## config.mk

```make
export PLATFORM = sky130hd
export DESIGN_NAME = map_merger
export DESIGN_NICKNAME = d
export VERILOG_FILES = /design/src/rtl/acc_pkg.sv /design/src/rtl/requant_int8.sv /design/src/rtl/sirv_gnrl_pipe_stage.sv /design/src/rtl/map_merger.sv
export SDC_FILE = /design/constraint.sdc
export NUM_CORES = 1
export LEC_CHECK = 0
export ABC_CLOCK_PERIOD_IN_PS = 7640
export CAP_MARGIN = 30
export CORE_MARGIN = 8
export CORE_UTILIZATION = 45
export CTS_CLUSTER_DIAMETER = 100
export CTS_CLUSTER_SIZE = 10
export DETAILED_ROUTE_END_ITERATION = 10
export SETUP_SLACK_MARGIN = 0.5
export SLEW_MARGIN = 0
export SYNTH_ARGS = -nofsm -noshare
export SYNTH_HDL_FRONTEND = slang
export SYNTH_SLANG_ARGS = --single-unit
```

## constraint.sdc

```tcl
create_clock -name clk -period 7.64 [get_ports clk]
set_clock_uncertainty 0.2 [all_clocks]
set_input_delay 0.764 -clock clk [delete_from_list [all_inputs] [get_ports clk]]
set_output_delay 0.764 -clock clk [all_outputs]
set_load 0.005 [all_outputs]
```

## src/rtl/acc_pkg.sv

```systemverilog
// Shared types and constants for the accumulator output path.
package acc_pkg;

    typedef enum logic [1:0] {
        MM_IDLE  = 2'd0,
        MM_RUN   = 2'd1,
        MM_DRAIN = 2'd2
    } mm_state_e;

    localparam int INT8_MAX = 127;
    localparam int INT8_MIN = -128;

endpackage

```

## src/rtl/requant_int8.sv

```systemverilog
// Combinational ReLU, round-half-up arithmetic shift and int8 saturation.
module requant_int8
    import acc_pkg::*;
#(
    parameter int unsigned ACC_W = 32
) (
    input  logic signed [ACC_W-1:0] x,
    input  logic        [4:0]       shift,
    input  logic                    relu_en,
    output logic        [7:0]       q
);

    localparam logic signed [ACC_W:0] SatHi = (ACC_W+1)'(INT8_MAX);
    localparam logic signed [ACC_W:0] SatLo = (ACC_W+1)'(INT8_MIN);

    logic signed [ACC_W:0] xe;
    logic signed [ACC_W:0] rnd;
    logic signed [ACC_W:0] sum;
    logic signed [ACC_W:0] r;

    // One extra bit of headroom keeps the rounding add from wrapping.
    always_comb begin
        xe  = {x[ACC_W-1], x};
        rnd = '0;
        if (relu_en && x[ACC_W-1]) begin
            xe = '0;
        end
        if (shift != 5'd0) begin
            rnd = (ACC_W+1)'(1) << (shift - 5'd1);
        end
        sum = xe + rnd;
        r   = sum >>> shift;
        if (r > SatHi) begin
            q = SatHi[7:0];
        end else if (r < SatLo) begin
            q = SatLo[7:0];
        end else begin
            q = r[7:0];
        end
    end

endmodule

```

## src/rtl/sirv_gnrl_pipe_stage.sv

```systemverilog
// Single-entry valid/ready pipeline stage with synchronous reset and flush.
module sirv_gnrl_pipe_stage #(
    parameter int unsigned CUT_READY = 0,
    parameter int unsigned DP        = 1,
    parameter int unsigned DW        = 32
) (
    input  logic          clk,
    input  logic          rst_n,
    input  logic          flush,
    input  logic          i_vld,
    output logic          i_rdy,
    input  logic [DW-1:0] i_dat,
    output logic          o_vld,
    input  logic          o_rdy,
    output logic [DW-1:0] o_dat
);

    if (DP == 0) begin : g_bypass
        logic unused_bypass;
        assign unused_bypass = ^{clk, rst_n, flush};
        assign o_vld = i_vld;
        assign i_rdy = o_rdy;
        assign o_dat = i_dat;
    end else begin : g_reg
        logic          vld_q, vld_d;
        logic [DW-1:0] dat_q, dat_d;
        logic          vld_set, vld_clr;

        // Load on input handshake, empty on output handshake; flush wins.
        always_comb begin
            vld_clr = vld_q & o_rdy;
            i_rdy   = (CUT_READY != 0) ? ~vld_q : (~vld_q | vld_clr);
            vld_set = i_vld & i_rdy;
            vld_d   = vld_q;
            dat_d   = dat_q;
            if (flush) begin
                vld_d = 1'b0;
                dat_d = '0;
            end else begin
                if (vld_set) begin
                    vld_d = 1'b1;
                    dat_d = i_dat;
                end else if (vld_clr) begin
                    vld_d = 1'b0;
                end
            end
        end

        // Stage register.
        always_ff @(posedge clk) begin
            if (!rst_n) begin
                vld_q <= 1'b0;
                dat_q <= '0;
            end else begin
                vld_q <= vld_d;
                dat_q <= dat_d;
            end
        end

        assign o_vld = vld_q;
        assign o_dat = dat_q;
    end

endmodule

```

## src/rtl/map_merger.sv

```systemverilog
// Requantizes accumulator results to int8 and packs four per 32-bit output word.
module map_merger
    import acc_pkg::*;
#(
    parameter int unsigned ACC_W = 32,
    parameter int unsigned CNT_W = 24
) (
    input  logic                    clk,
    input  logic                    rst_n,
    input  logic                    conv_start,
    input  logic        [7:0]       out_ch,
    input  logic        [15:0]      map_size,
    input  logic        [4:0]       quant_shift,
    input  logic                    relu_en,
    input  logic signed [ACC_W-1:0] core2map_merger_data,
    input  logic                    core2map_merger_vld,
    output logic                    core2map_merger_rdy,
    output logic        [31:0]      map_merger2omap_biu_data,
    output logic                    map_merger2omap_biu_vld,
    input  logic                    map_merger2omap_biu_rdy,
    output logic                    merge_done
);

    mm_state_e        state_q, state_d;
    logic [CNT_W-1:0] total_el_q, total_el_d;
    logic [CNT_W-1:0] total_wd_q, total_wd_d;
    logic [CNT_W-1:0] el_cnt_q, el_cnt_d;
    logic [CNT_W-1:0] wd_cnt_q, wd_cnt_d;
    logic [4:0]       shift_q, shift_d;
    logic             relu_q, relu_d;
    logic             zero_done_q, zero_done_d;

    // Stage 1: requantized byte plus a flag marking the layer's final element.
    logic             s1_vld_q, s1_vld_d;
    logic [7:0]       s1_byte_q, s1_byte_d;
    logic             s1_last_q, s1_last_d;

    // Stage 2 front half: partially filled word and its lane pointer.
    logic [1:0]       lane_q, lane_d;
    logic [31:0]      pack_q, pack_d;

    logic [CNT_W-1:0] cfg_total;
    logic [CNT_W:0]   cfg_words_ext;
    logic [CNT_W-1:0] cfg_words;
    logic [7:0]       q_byte;
    logic             pipe_i_vld, pipe_i_rdy, pipe_o_vld;
    logic [31:0]      pipe_i_dat;
    logic             word_push, s1_pop, s1_adv;
    logic             in_hs, out_hs, last_word;

    requant_int8 #(
        .ACC_W (ACC_W)
    ) u_requant (
        .x       (core2map_merger_data),
        .shift   (shift_q),
        .relu_en (relu_q),
        .q       (q_byte)
    );

    sirv_gnrl_pipe_stage #(
        .CUT_READY (0),
        .DP        (1),
        .DW        (32)
    ) u_out_stage (
        .clk   (clk),
        .rst_n (rst_n),
        .flush (conv_start),
        .i_vld (pipe_i_vld),
        .i_rdy (pipe_i_rdy),
        .i_dat (pipe_i_dat),
        .o_vld (pipe_o_vld),
        .o_rdy (map_merger2omap_biu_rdy),
        .o_dat (map_merger2omap_biu_data)
    );

    // Handshake qualifiers, word assembly and ready generation.
    always_comb begin
        cfg_total     = CNT_W'(map_size) * CNT_W'(out_ch);
        cfg_words_ext = {1'b0, cfg_total} + (CNT_W+1)'(3);
        cfg_words     = CNT_W'(cfg_words_ext >> 2);

        // Only the byte completing a word needs space in the output register.
        word_push  = s1_vld_q && ((lane_q == 2'd3) || s1_last_q);
        s1_pop     = s1_vld_q && (!word_push || pipe_i_rdy);
        s1_adv     = !s1_vld_q || s1_pop;
        pipe_i_vld = word_push && !conv_start;
        pipe_i_dat = pack_q | (32'(s1_byte_q) << {lane_q, 3'b000});

        core2map_merger_rdy = (state_q == MM_RUN) && (el_cnt_q != total_el_q) && s1_adv;
        in_hs     = core2map_merger_vld && core2map_merger_rdy && !conv_start;
        out_hs    = pipe_o_vld && map_merger2omap_biu_rdy;
        last_word = (wd_cnt_q == total_wd_q - CNT_W'(1));

        merge_done = zero_done_q ||
                     ((state_q == MM_DRAIN) && out_hs && last_word && !conv_start);

        map_merger2omap_biu_vld = pipe_o_vld;
    end

    // Next-state for the FSM, counters, stage 1 and the pack register.
    always_comb begin
        state_d     = state_q;
        total_el_d  = total_el_q;
        total_wd_d  = total_wd_q;
        el_cnt_d    = el_cnt_q;
        wd_cnt_d    = wd_cnt_q;
        shift_d     = shift_q;
        relu_d      = relu_q;
        zero_done_d = 1'b0;
        s1_vld_d    = s1_vld_q;
        s1_byte_d   = s1_byte_q;
        s1_last_d   = s1_last_q;
        lane_d      = lane_q;
        pack_d      = pack_q;

        if (conv_start) begin
            // New layer or abort: drop everything in flight, no done for the old layer.
            total_el_d  = cfg_total;
            total_wd_d  = cfg_words;
            shift_d     = quant_shift;
            relu_d      = relu_en;
            el_cnt_d    = '0;
            wd_cnt_d    = '0;
            s1_vld_d    = 1'b0;
            s1_byte_d   = '0;
            s1_last_d   = 1'b0;
            lane_d      = '0;
            pack_d      = '0;
            zero_done_d = (cfg_total == '0);
            state_d     = (cfg_total == '0) ? MM_IDLE : MM_RUN;
        end else begin
            if (s1_pop) begin
                s1_vld_d = 1'b0;
                if (word_push) begin
                    lane_d = '0;
                    pack_d = '0;
                end else begin
                    pack_d[{lane_q, 3'b000} +: 8] = s1_byte_q;
                    lane_d = lane_q + 2'd1;
                end
            end
            if (in_hs) begin
                s1_vld_d  = 1'b1;
                s1_byte_d = q_byte;
                s1_last_d = (el_cnt_q + CNT_W'(1) == total_el_q);
                el_cnt_d  = el_cnt_q + CNT_W'(1);
            end
            if (out_hs) begin
                wd_cnt_d = wd_cnt_q + CNT_W'(1);
            end

            unique case (state_q)
                MM_IDLE: state_d = MM_IDLE;
                MM_RUN: begin
                    if (in_hs && (el_cnt_q + CNT_W'(1) == total_el_q)) begin
                        state_d = MM_DRAIN;
                    end
                end
                MM_DRAIN: begin
                    if (out_hs && last_word) begin
                        state_d = MM_IDLE;
                    end
                end
                default: state_d = MM_IDLE;
            endcase
        end
    end

    // State registers with synchronous active-low reset.
    always_ff @(posedge clk) begin
        if (!rst_n) begin
            state_q     <= MM_IDLE;
            total_el_q  <= '0;
            total_wd_q  <= '0;
            el_cnt_q    <= '0;
            wd_cnt_q    <= '0;
            shift_q     <= '0;
            relu_q      <= 1'b0;
            zero_done_q <= 1'b0;
            s1_vld_q    <= 1'b0;
            s1_byte_q   <= '0;
            s1_last_q   <= 1'b0;
            lane_q      <= '0;
            pack_q      <= '0;
        end else begin
            state_q     <= state_d;
            total_el_q  <= total_el_d;
            total_wd_q  <= total_wd_d;
            el_cnt_q    <= el_cnt_d;
            wd_cnt_q    <= wd_cnt_d;
            shift_q     <= shift_d;
            relu_q      <= relu_d;
            zero_done_q <= zero_done_d;
            s1_vld_q    <= s1_vld_d;
            s1_byte_q   <= s1_byte_d;
            s1_last_q   <= s1_last_d;
            lane_q      <= lane_d;
            pack_q      <= pack_d;
        end
    end

endmodule

```

==> results.toml <==
[outcome]
status = "finished clean"

[clock_tree]
htreeDepth = 4
path_clk_slew_ns = 0.07
cts_buffer_depth = 2
cts_tree = "done"
clk_latency_ns = 0.44
cts_buffers = 17
cts.sinks = 181
post_cts_buffers = 0
root_buffer = "clkbuf_16"

[floorplanning]
dieArea_mm2 = 0.04663
rows = 73
core_mm2 = 0.03964
die_h_um = 215.9
initial_core_util = 0.4538
io_pins = 102
die_w_um = 215.9

[logic_synthesis]
yosysTopAreaCellShare = 0.2014
netlist_area_mm2 = 0.01799
synth_nets = 2552
synth-seq-cells = 181
synth_xor_area_frac = 0.08374
yosys-top-cells-area = "dfxtp_1, fa_1, nor2_1"
synthAdderAreaFrac = 0.1537
synth_top_family_by_area = "simple AND/OR/NAND/NOR gates"
synth_edf_count = 0
yosysTopAreaCell = "dfxtp_1"
synthMuxAreaShare = 0.04722
seq_area_frac_synth = 0.2014
synth_compound_area_frac = 0.2029
synthSimpleGateAreaFrac = 0.2479
yosysUniqueCellTypes = 97
ys_warn_count = 0
syn_avg_cell_area_um2 = 7.771
synth_flop_cell = "dfxtp_1"
synthCells = 2315
synth_async_sr_flop_share = 0

[setup_path]
cp_cell_sequence = "clkdlybuf4s50_1 > and2_1 > fa_1 > fa_1 > inv_1 > fa_1 > fa_1 > inv_1 > ha_1 > a21oi_2 > xnor2_1 > nand4b_1 > or4_1 > or4_1 > or4_1 > nor4b_2 > nand3b_1 > or4_1 > nor3_2"
path_max_fanout = 8
worst_path_max_delay_cell = "clkdlybuf4s50_1"
crit_path_start_kind = "primary input"
cp.arrival_ns = 7.08
path_buf_inv = 3
cp-end-kind = "register"
worstSetupPathType = "primary input to register"
cp_data_required_time_ns = 7.80
critPathTopFamily = "simple AND/OR/NAND/NOR gates"
cp_slowest_stage_delay_ns = 0.54

[routing]
vias = 16570
wirelength_mm = 51.63
viasPerCell = 5.767
drc_errors = 0
drt_iter0_markers = 1323
ant_nets = 0
first_pass_iters = 6
wl_per_cell_um = 17.96

[cells_and_area]
multiInputGateArea_mm2 = 0.01326
drive_gt1_frac = 0.05747
layout_common_cells = "nor2_1, nand2_1, dfxtp_1, a21oi_1, inv_1"
syn_to_final_growth_pct = 10.56
diodes = 0
design_area_mm2 = 0.01989
post_layout_nonfiller_instances = 2874
fillers = 3952
register_area_mm2 = 0.003623
fin_nets = 2573
fin_util = 0.5018
final_common_cell = "nor2_1"

[power_and_ir_drop]
seqPwrFrac = 0.244
leakage_nw = 7.852
intPower_w = 0.002618
ir_worst_vdd_v = 0.0002021
switchingPower_w = 0.002043
power_frac_comb = 0.561
p_clk_frac = 0.195
swShare = 0.4384
p_per_area_mw_per_mm2 = 234.3

[timing]
rsz0062_at_grt = "false"
holdWs_ns = 0.2726
finalHoldViolCount = 0
drv_slew = 0
timing.final.crit_share = 0.9055
tightest_slew_ns = 1.091
max-slew-margin-rel = 0.2679
fin_crit_ns = 6.918
setup_tns_ns = 0
max_freq_mhz = 144.5
setup_viol = 0

[global_route]
grt_pass1_wl_mm = 83.99
grt_usage = 0.2141
grt_overflow = 0
grt_pass1_vias = 15900
antenna_found_initial = 0
grt_max_degree = 82

[placement]
post-dp-hpwl_mm = 40.17
gp_congestion = 0.9351
place_area_mm2 = 0.01927
port-buffer-count = 101
placed_cells = 2842

[hold_path]
hold_path.class = "register to register"

[run]
maxCapViolCount = 0
-- power groups by stage --
stage	clock network [W]	logic, W	registers (W)
global placement	0	0.00252	0.00115
floorplan	0	0.00187	0.00111
CTS	0.000926	0.00259	0.00113
global route	0.000964	0.00290	0.00115
finish	0.000910	0.00262	0.00114
detailed placement	0	0.00257	0.00116
-- cell type report --
class / count / share of cell area
clock buffer: 19 / 0.02227
clock inverter: 13 / 0.008241
inverter: 120 / 0.02265
multi-input combinational: 1877 / 0.6665
sequential: 181 / 0.1822
tap: 525 / 0.03303
timing repair buffer: 139 / 0.06517
-- sequential cells by signal, indices dropped and copies added (netlist names) --
signal and count:
total_wd_q 23, el_cnt_q 24, zero_done_q 1, pack_q 32, u_out_stage.o_vld 1, u_out_stage.o_dat 32
s1_byte_q 8, shift_q 5, lane_q 2, relu_q 1, total_el_q 24, s1_last_q 1
wd_cnt_q 24, s1_vld_q 1, state_q 2
-- per-layer routing --
| layer | wire length (um) | part of all wire | track usage | vias to the layer above |
|---|---|---|---|---|
| li1 | - | - | - | 8208 |
| met1 | 25900 | 0.50 | 0.3144 | 7891 |
| met2 | 22730 | 0.44 | 0.3300 | 416 |
| met4 | 938 | 0.018 | 0.05478 | 0 |
| met5 | 0 | 0 | 0 | - |
| met3 | 2054 | 0.040 | 0.02308 | 59 |
-- per-stage QoR --
| stage | power, W | setup WS, ns |
|---|---|---|
| 3_3_place_gp | 0.003676 | 0.3610 |
| 2_1_floorplan | 0.002978 | 1.113 |
| 4_1_cts | 0.004652 | 0.7164 |
| 3_5_place_dp | 0.003728 | 0.2646 |
| 5_1_grt | 0.005014 | 0.5019 |
| 6_report | 0.004661 | 0.7217 |
-- logic make-up (layout without fill, tap and decap cells) --
family          after synthesis  count (layout)
compound gates              530             530
xor+xnor                    172             172
fa+ha+maj                   170             170
buf+inv                     257             291
flops                       181             181
mux                          69              69
other cells                   1               1
simple gates                935             935
-- tightest hold or removal path, cell delays in order, from the launching register on --
cell,delay (ns)
dfxtp_1,0.32
nand2_1,0.05
a21oi_1,0.05
-- path summary, 6_finish.rpt --
path                        to        start  depth (start not counted)  slack (ns)
setup / recovery   zero_done_q  map_size[1]                         19        0.72
hold / removal       s1_last_q    s1_last_q                          2        0.27
setup reg to reg  s1_byte_q[4]   shift_q[3]                         18        1.06
hold reg to reg      s1_last_q    s1_last_q                          2        0.27
-- timing repair --
item	in CTS	in global routing
endpoints found under the setup margin	0	1
hold buffers	0	0
resized for setup	0	3
-- synthesized netlist by cell type, types with 25 or more instances --
master	count
ha_1	85
nor2_1	305
fa_1	85
and3_1	25
a31oi_1	25
mux2i_1	47
nor3_1	63
a21oi_1	128
xor2_1	87
and2_1	110
o21ai_0	72
nand4_1	32
dfxtp_1	181
a22oi_1	29
inv_1	118
nand2_1	231
nand3_1	56
a211oi_1	72
xnor2_1	85
clkbuf_1	103
No activity file was read; power rests on OpenSTA's default activity.
